<file path="src/rtl/mcc_pkg.sv">
// Shared types and select-word field positions for the multicycle sequencer.
package mcc_pkg;

    typedef enum logic [2:0] {
        ST_FETCH  = 3'd0,
        ST_DECODE = 3'd1,
        ST_EXEC   = 3'd2,
        ST_MEM    = 3'd3,
        ST_WB     = 3'd4,
        ST_HALT   = 3'd5,
        ST_ERROR  = 3'd6
    } state_t;

    localparam int SEL_CONT = 0;
    localparam int SEL_WB   = 1;
    localparam int SEL_MEM  = 3;
    localparam int SEL_ST   = 4;
    localparam int SEL_IMM  = 5;
    localparam int SEL_JMP  = 6;

endpackage

</file>
<file path="src/rtl/mcc_wait_timer.sv">
// Loadable up-counter bounding the time spent waiting for a memory acknowledge.
module mcc_wait_timer #(
    parameter int LIMIT = 16,
    parameter int W     = $clog2(LIMIT + 1)
) (
    input  logic clk,
    input  logic rst,
    input  logic clr,
    input  logic en,
    output logic done
);

    logic [W-1:0] count;

    always_ff @(posedge clk or posedge rst) begin
        if (rst) begin
            count <= '0;
        end else if (clr) begin
            count <= '0;
        end else if (en) begin
            count <= count + 1'b1;
        end
    end

    // Flags the last permitted wait cycle so the FSM can leave on that same edge.
    assign done = en && (count == W'(LIMIT - 1));

endmodule

</file>
<file path="src/rtl/multicycle_ctrl.sv">
// Multicycle CPU sequencer: FETCH/DECODE/EXEC/MEM/WB with memory timeout, halt and retire count.
module multicycle_ctrl
    import mcc_pkg::*;
#(
    parameter int SEL_W       = 7,
    parameter int WB_SEL_W    = 2,
    parameter int MEM_TIMEOUT = 16,
    parameter int CNT_W       = 32
) (
    input  logic                clk,
    input  logic                rst,
    input  logic [SEL_W-1:0]    sel,
    input  logic                halt_req,
    input  logic                mem_ack,
    input  logic                err_clr,
    output logic                pc_en,
    output logic                id_en,
    output logic                ex_en,
    output logic                mem_en,
    output logic                wb_en,
    output logic                jump_en,
    output logic                imm_en,
    output logic                expc_en,
    output logic                l_or_s,
    output logic [WB_SEL_W-1:0] wb_ctrl,
    output logic                mem_req,
    output logic                halted,
    output logic                err,
    output logic [CNT_W-1:0]    retired
);

    state_t             state;
    state_t             state_nxt;
    logic               retire;
    logic               tmo_done;
    logic               tmo_clr;
    logic [SEL_JMP-1:0] sel_q;

    mcc_wait_timer #(
        .LIMIT (MEM_TIMEOUT)
    ) u_wait_timer (
        .clk  (clk),
        .rst  (rst),
        .clr  (tmo_clr),
        .en   (state == ST_MEM),
        .done (tmo_done)
    );

    assign tmo_clr = (state != ST_MEM) && (state_nxt == ST_MEM);

    always_ff @(posedge clk or posedge rst) begin
        if (rst) begin
            state <= ST_FETCH;
        end else begin
            state <= state_nxt;
        end
    end

    always_comb begin
        state_nxt = state;
        retire    = 1'b0;
        case (state)
            ST_FETCH:  state_nxt = halt_req ? ST_HALT : ST_DECODE;
            ST_DECODE: state_nxt = ST_EXEC;
            ST_EXEC: begin
                if (!sel_q[SEL_CONT]) begin
                    state_nxt = ST_FETCH;
                    retire    = 1'b1;
                end else if (sel_q[SEL_MEM]) begin
                    state_nxt = ST_MEM;
                end else begin
                    state_nxt = ST_WB;
                end
            end
            // An acknowledge arriving on the final wait cycle takes priority over the timeout.
            ST_MEM: begin
                if (mem_ack) begin
                    if (sel_q[SEL_ST]) begin
                        state_nxt = ST_FETCH;
                        retire    = 1'b1;
                    end else begin
                        state_nxt = ST_WB;
                    end
                end else if (tmo_done) begin
                    state_nxt = ST_ERROR;
                end
            end
            ST_WB: begin
                state_nxt = ST_FETCH;
                retire    = 1'b1;
            end
            ST_HALT:  state_nxt = halt_req ? ST_HALT : ST_FETCH;
            ST_ERROR: state_nxt = err_clr ? ST_FETCH : ST_ERROR;
            default:  state_nxt = ST_FETCH;
        endcase
    end

    always_ff @(posedge clk or posedge rst) begin
        if (rst) begin
            jump_en <= 1'b0;
            sel_q   <= '0;
            retired <= '0;
        end else begin
            if (state == ST_FETCH && !halt_req) begin
                jump_en <= sel[SEL_JMP];
            end
            if (state == ST_DECODE) begin
                sel_q <= sel[SEL_JMP-1:0];
            end
            if (retire) begin
                retired <= retired + 1'b1;
            end
        end
    end

    // Stage strobes are forced low while reset is held so nothing fires during reset.
    assign pc_en   = !rst && (state == ST_FETCH);
    assign id_en   = !rst && (state == ST_DECODE);
    assign ex_en   = !rst && (state == ST_EXEC);
    assign mem_req = !rst && (state == ST_MEM);
    assign mem_en  = mem_req;
    assign wb_en   = !rst && (state == ST_WB);
    assign halted  = !rst && (state == ST_HALT);
    assign err     = !rst && (state == ST_ERROR);

    assign imm_en  = sel_q[SEL_IMM];
    assign expc_en = (sel_q[2:1] == 2'b01);
    assign l_or_s  = sel_q[SEL_ST];
    assign wb_ctrl = sel_q[WB_SEL_W:SEL_WB];

endmodule

</file>
<file path="config.mk">
export PLATFORM = sky130hd
export DESIGN_NAME = multicycle_ctrl
export DESIGN_NICKNAME = d
export VERILOG_FILES = /design/src/rtl/mcc_pkg.sv /design/src/rtl/mcc_wait_timer.sv /design/src/rtl/multicycle_ctrl.sv
export SDC_FILE = /design/constraint.sdc
export NUM_CORES = 1
export LEC_CHECK = 0
export ABC_AREA = 0
export CELL_PAD_IN_SITES_DETAIL_PLACEMENT = 0
export CELL_PAD_IN_SITES_GLOBAL_PLACEMENT = 1
export CORE_MARGIN = 2
export CORE_UTILIZATION = 37
export DETAILED_ROUTE_END_ITERATION = 8
export PLACE_DENSITY_LB_ADDON = 0.1
export SLEW_MARGIN = 20
export SYNTH_ARGS = -nofsm -noshare
export SYNTH_HDL_FRONTEND = slang
export SYNTH_SLANG_ARGS = --single-unit
</file>
<file path="constraint.sdc">
create_clock -name clk -period 2 [get_ports clk]
set_clock_uncertainty 0.15 [all_clocks]
set_input_delay 0.2 -clock clk [delete_from_list [all_inputs] [get_ports clk]]
set_output_delay 0.2 -clock clk [all_outputs]
set_load 0.02 [all_outputs]
</file>
==> results.yml, run 1 <==
route:
  routed-via-count: 1921
  wirelength_mm: 5.325
  post_drt_via_cell_ratio: 4.876
  wire_per_inst_microns: 13.52
  ant_nets: 0
  drtIter0Drc: 129
  drc: 0
  dr.pass1.iters: 4
final_layout:
  fill_cells: 596
  multi_input_area_sq_um: 1104
  drive_above_1_share_pct: 19.87
  regArea_sq_um: 1179
  syn2layout_area_growth_pct: 40.41
  diodes: 0
  design_area_sq_um: 3308
  finalNonFillerCells: 394
  finalNetCount: 331
die:
  die_area_sq_um: 7022
  die_h_microns: 83.80
  rows: 29
  die_x_microns: 83.80
  initial_core_util_pct: 37.75
  core_area_sq_um: 6241
  io_pins: 58
outcome:
  status: "completed"
logic_synthesis:
  synth-edff-count: 0
  synth_most_common_cell: "dfrtp_1"
  syn_avg_cell_area_sq_um: 10.24
  synth_top_cell_area_share_pct: 49.92
  synth_common_cells: "47 x dfrtp_1, 24 x nor2_1, 23 x nand2_1"
  synth_cell_type_count: 43
  synth_fp_nets: 245
  netlist_area_sq_um: 2356
  synth-seq-cells: 47
  synth.largest_area_cell: "dfrtp_1"
  synthTopCellsByArea: "dfrtp_1 50%, xor2_1 6.7%, xnor2_1 5.2%, mux2_2 3.8%, nor2_1 3.8%"
  syn_inst: 230
  seq_area_frac_synth_pct: 49.92
  async_flop_share_pct: 100.0
  synthFlopType: "dfrtp_1"
  synth_warnings: 0
grt:
  grt_pass1_wl_mm: 8.970
  overflow: 0
  grt_pass1_vias: 1884
  antenna_found_initial: 0
  grt_max_degree: 48
  grt_util_all_layers_pct: 15.75
power_and_ir_drop:
  peakVddDrop_uv: 648.3
  p_per_area_nw_per_um2: 1003
  p_total_mw: 3.317
  p_leak_nw: 1.358
critical_path:
  required_ns: 1.65
  end_kind: "primary output"
  path_class: "reg2out"
  critPathMaxFanout: 13
  start_kind: "register"
  arrival_ns: 1.54
clock_network:
  clk_pin_slew_worst_paths_ns: 0.08
  cts_tree: "built"
  cts_buffers: 5
  cts_root_buffer: "clkbuf_8"
  clkLatencyLatePin_ns: 0.29
  clock_path_buffers: 2
  cts_max_level: 2
  numClockSinks: 47
place:
  io_buffers: 57
  dp_cells: 383
  place.gp.congestion: 0.7917
  placed_area_sq_um: 3189
  hpwl_mm: 3.936
job:
  cap_violations: 0
timing:
  tightest_slew_ns: 0.3375
  hold_viol: 0
  fin_crit_ns: 1.886
  maxSlewHeadroom_pct: 77.48
  fin_crit_sh_pct: 94.29
  finalSetupViolCount: 0
  tns_ns: 0
  drv_slew: 0
  rsz0062_at_grt: "yes"
  max_freq_ghz: 0.5303
min_path:
  holdCritPathClass: "reg2reg"
## path summary, 6_finish.rpt
kind | from | end | slack [ns] | depth (start not counted)
min | retired[31] | retired[31] | 0.33 | 1
max reg2reg | state[1] | retired[21] | 0.11 | 6
max in group asynchronous | rst | retired[0] | 1.05 | 4
min in group asynchronous | rst | u_wait_timer.count[0] | 0.40 | 4
max | state[2] | ex_en | 0.11 | 4
min reg2reg | retired[31] | retired[31] | 0.33 | 1
## cell type report
type / count / share of cell area [%]
clock buffer: 8 / 3.026
inverter: 8 / 0.9077
sequential: 47 / 35.63
tap: 77 / 2.912
multi-input combinational: 166 / 33.36
timing repair buffer: 88 / 24.17
## metal layers
| metal | GRT usage (%) | wire [microns] |
|---|---|---|
| met4 | 5.279 | 58 |
| met1 | 22.74 | 2683 |
| met3 | 3.165 | 178 |
| met5 | 0 | 0 |
| met2 | 23.71 | 2405 |
## worst max-delay path: stages (launching register included)
cell	delay (ns)
dfrtp_1	0.40
buf_4	0.18
nand2b_1	0.16
nor3_1	0.16
clkdlybuf4s15_1	0.33
## state kept, by name, indices dropped and copies added (netlist names)
register	flops
sel_q	6
state	3
retired	32
u_wait_timer.count	5
jump_en	1
## cells by family after synthesis
group           synth area share [%]
compound gates                 6.585
xor+xnor                       11.90
fa+ha+maj                      1.593
buf+inv                        3.664
flops                          49.92
mux                            3.824
simple gates                   22.52
## where the power goes
part	internal (mW)	switching [mW]	leakage (nW)
Clock	0.316	0.307	0.0515
Combinational	0.689	0.697	0.741
Sequential	1.14	0.169	0.565
Total	2.14	1.17	1.36
## per-stage QoR
stage / hold slack [ns] / utilization (%) / setup slack [ns]
after detailed placement: 0.3102 / 51.10 / -0.1538
after global routing: 0.3534 / 53.01 / -0.001356
after floorplan: 0.2017 / - / 0.08173
final: 0.3277 / 53.01 / 0.1143
after global placement: 0.3054 / 51.10 / -0.1322
after CTS: 0.3235 / 52.57 / 0.02608
## what timing repair did
action                                  4_1_cts  5_1_grt
hold buffers                                  0        0
endpoints found under the setup margin        8       12
setup buffers                                 0        3
resized for setup                             9       11
## layout by cell type, fill, tap and decap left out, drive strengths merged, types with 2 or more instances in the layout
cell / n
o2111ai: 2
nand2: 23
nand4: 9
or3: 2
dfrtp: 47
and3: 3
o22ai: 2
a211oi: 2
mux2: 8
clkbuf: 10
clkdlybuf4s50: 49
xnor2: 14
a21oi: 2
nor4: 5
buf: 31
inv: 8
nand2b: 2
nor2: 25
xor2: 18
ha: 3
nor3: 15
dlygate4sd2: 5
nand3: 8
or4: 2
o21ai: 8
No activity file was read; power rests on OpenSTA's default activity.
==> run 2: changes to the inputs <==
--- a/config.mk
+++ b/config.mk
@@ -16,3 +16,4 @@
 export SYNTH_ARGS = -nofsm -noshare
 export SYNTH_HDL_FRONTEND = slang
 export SYNTH_SLANG_ARGS = --single-unit
+export TNS_END_PERCENT = 10
==> run 2 against run 1 <==
Worst setup slack got worse by 0.036 ns. Die area unchanged. Global-route usage unchanged. Worst hold slack barely moved. Maximum frequency shrank 1.9%. Clock power about the same. Sequential power barely moved.
==> results.yml, run 2 (synthesized netlist as in run 1, its figures left out) <==
outcome:
  status: "completed"
critical_path:
  cpPeakStageDelay_ns: 0.43
  path_cells: "buf_4 > nand2b_1 > nor3_1 > clkdlybuf4s15_1"
  path_delay_family: "buffers and inverters"
  arrival_ns: 1.57
  end_kind: "primary output"
  start_kind: "register"
  reg2reg_from: "retired[0]"
  path_class: "reg2out"
  r2r_setup_slack_ns: 0.11
  required_ns: 1.65
  critPathMaxFanout: 13
  cp_slowest_cell: "dfrtp_1"
  reg2reg_to: "retired[16]"
  cp.buffers_inverters: 2
  crit_start: "state[2]"
  worst_r2r_path_depth: 6
min_path:
  min_path_cells: 1
  holdCritPathClass: "reg2reg"
  min-delay-start: "retired[31]"
  holdPathEnd: "retired[31]"
clock_network:
  clock_path_buffers: 2
  cts_max_level: 2
  clkLatencyLatePin_ns: 0.29
  numClockSinks: 47
  cts_tree: "built"
  cts_root_buffer: "clkbuf_8"
  cts_buffers: 5
  clk_pin_slew_worst_paths_ns: 0.08
  post_cts_buffers: 0
final_layout:
  final_common_cell: "clkdlybuf4s50_1"
  top_register: "retired"
  top_regs: "retired: 32 flops, sel_q: 6 flops, u_wait_timer.count: 5 flops"
  finalNetCount: 328
  finalNonFillerCells: 391
  diodes: 0
  syn2layout_area_growth_pct: 39.72
  layout_common_cells: "49 x clkdlybuf4s50_1, 46 x dfrtp_1, 27 x buf_4"
  drive_above_1_share_pct: 19.11
  largest_reg_flops: 32
grt:
  met2_usage_pct: 23.71
  grt_max_degree: 48
  grt_pass1_vias: 1884
  antenna_found_initial: 0
  overflow: 0
  busiest_layer: "met2"
  use_met1_pct: 22.74
  grt_pass1_wl_mm: 8.970
  grt_util_all_layers_pct: 15.75
  met3_usage_pct: 3.165
timing:
  maxSlewHeadroom_pct: 77.05
  fin_crit_ns: 1.922
  hold_viol: 0
  max_freq_ghz: 0.5203
  finalSetupViolCount: 0
  drv_slew: 0
  fin_crit_sh_pct: 96.10
  rsz0062_at_grt: "yes"
  tightest_slew_ns: 0.3417
route:
  drtIter0Drc: 113
  post_drt_via_cell_ratio: 4.870
  drc: 0
  wire_per_inst_microns: 13.53
  wirelength_mm: 5.290
  routed-via-count: 1904
  ant_nets: 0
  dr.pass1.iters: 4
power_and_ir_drop:
  p_total_mw: 3.301
  p_leak_nw: 1.347
  peakVddDrop_uv: 641.1
  p_per_area_nw_per_um2: 1003
die:
  io_pins: 58
  core_area_sq_um: 6241
  die_area_sq_um: 7022
  initial_core_util_pct: 37.75
  die_h_microns: 83.80
  rows: 29
  die_x_microns: 83.80
place:
  dp_cells: 383
  hpwl_mm: 3.936
  io_buffers: 57
  place.gp.congestion: 0.7917
job:
  cap_violations: 0
[run 2: how the worst max path moves through the flow]
stage	to	slack (ns)	cells past startpoint
after floorplan	retired[21]	0.08	4
after global routing	ex_en	-0.02	4
final	ex_en	0.08	4
after global placement	retired[16]	-0.13	7
after CTS	id_en	0.03	4
after detailed placement	retired[16]	-0.15	7
[run 2: cell type report]
cell class | count | area (sq um)
Fill cell | 593 | 2949
Sequential cell | 47 | 1177
Tap cell | 77 | 96.34
Clock buffer | 8 | 100.1
Multi-Input combinational cell | 166 | 1111
Inverter | 8 | 30.03
Timing Repair Buffer | 85 | 777.0
[run 2: routing by layer]
metal,up-vias,routed length (microns)
met3,5,178
met1,902,2686
met2,31,2366
li1,966,-
met5,-,0
met4,0,58
[run 2: where the power goes]
part / switching, mW / internal, mW
combinational: 0.687 / 0.675
clock: 0.306 / 0.316
sequential: 0.180 / 1.14
total: 1.17 / 2.13
[run 2: through the flow]
step	setup WS (ns)	hold slack [ns]	TNS [ns]	util (%)	instance area, sq um
global route	-0.02147	0.3534	-0.05132	52.75	3292
finish	0.07795	0.3277	0	52.75	3292
global placement	-0.1322	0.3054	-1.056	51.10	3189
detailed placement	-0.1538	0.3102	-1.258	51.10	3189
floorplan	0.08173	0.2017	0	-	2356
CTS	0.02608	0.3235	0	52.57	3281
[run 2: timing repair]
item                       CTS  global route
resized for setup            9            11
hold buffers                 0             0
setup endpoints to repair    8            12
pin swaps                    0             0
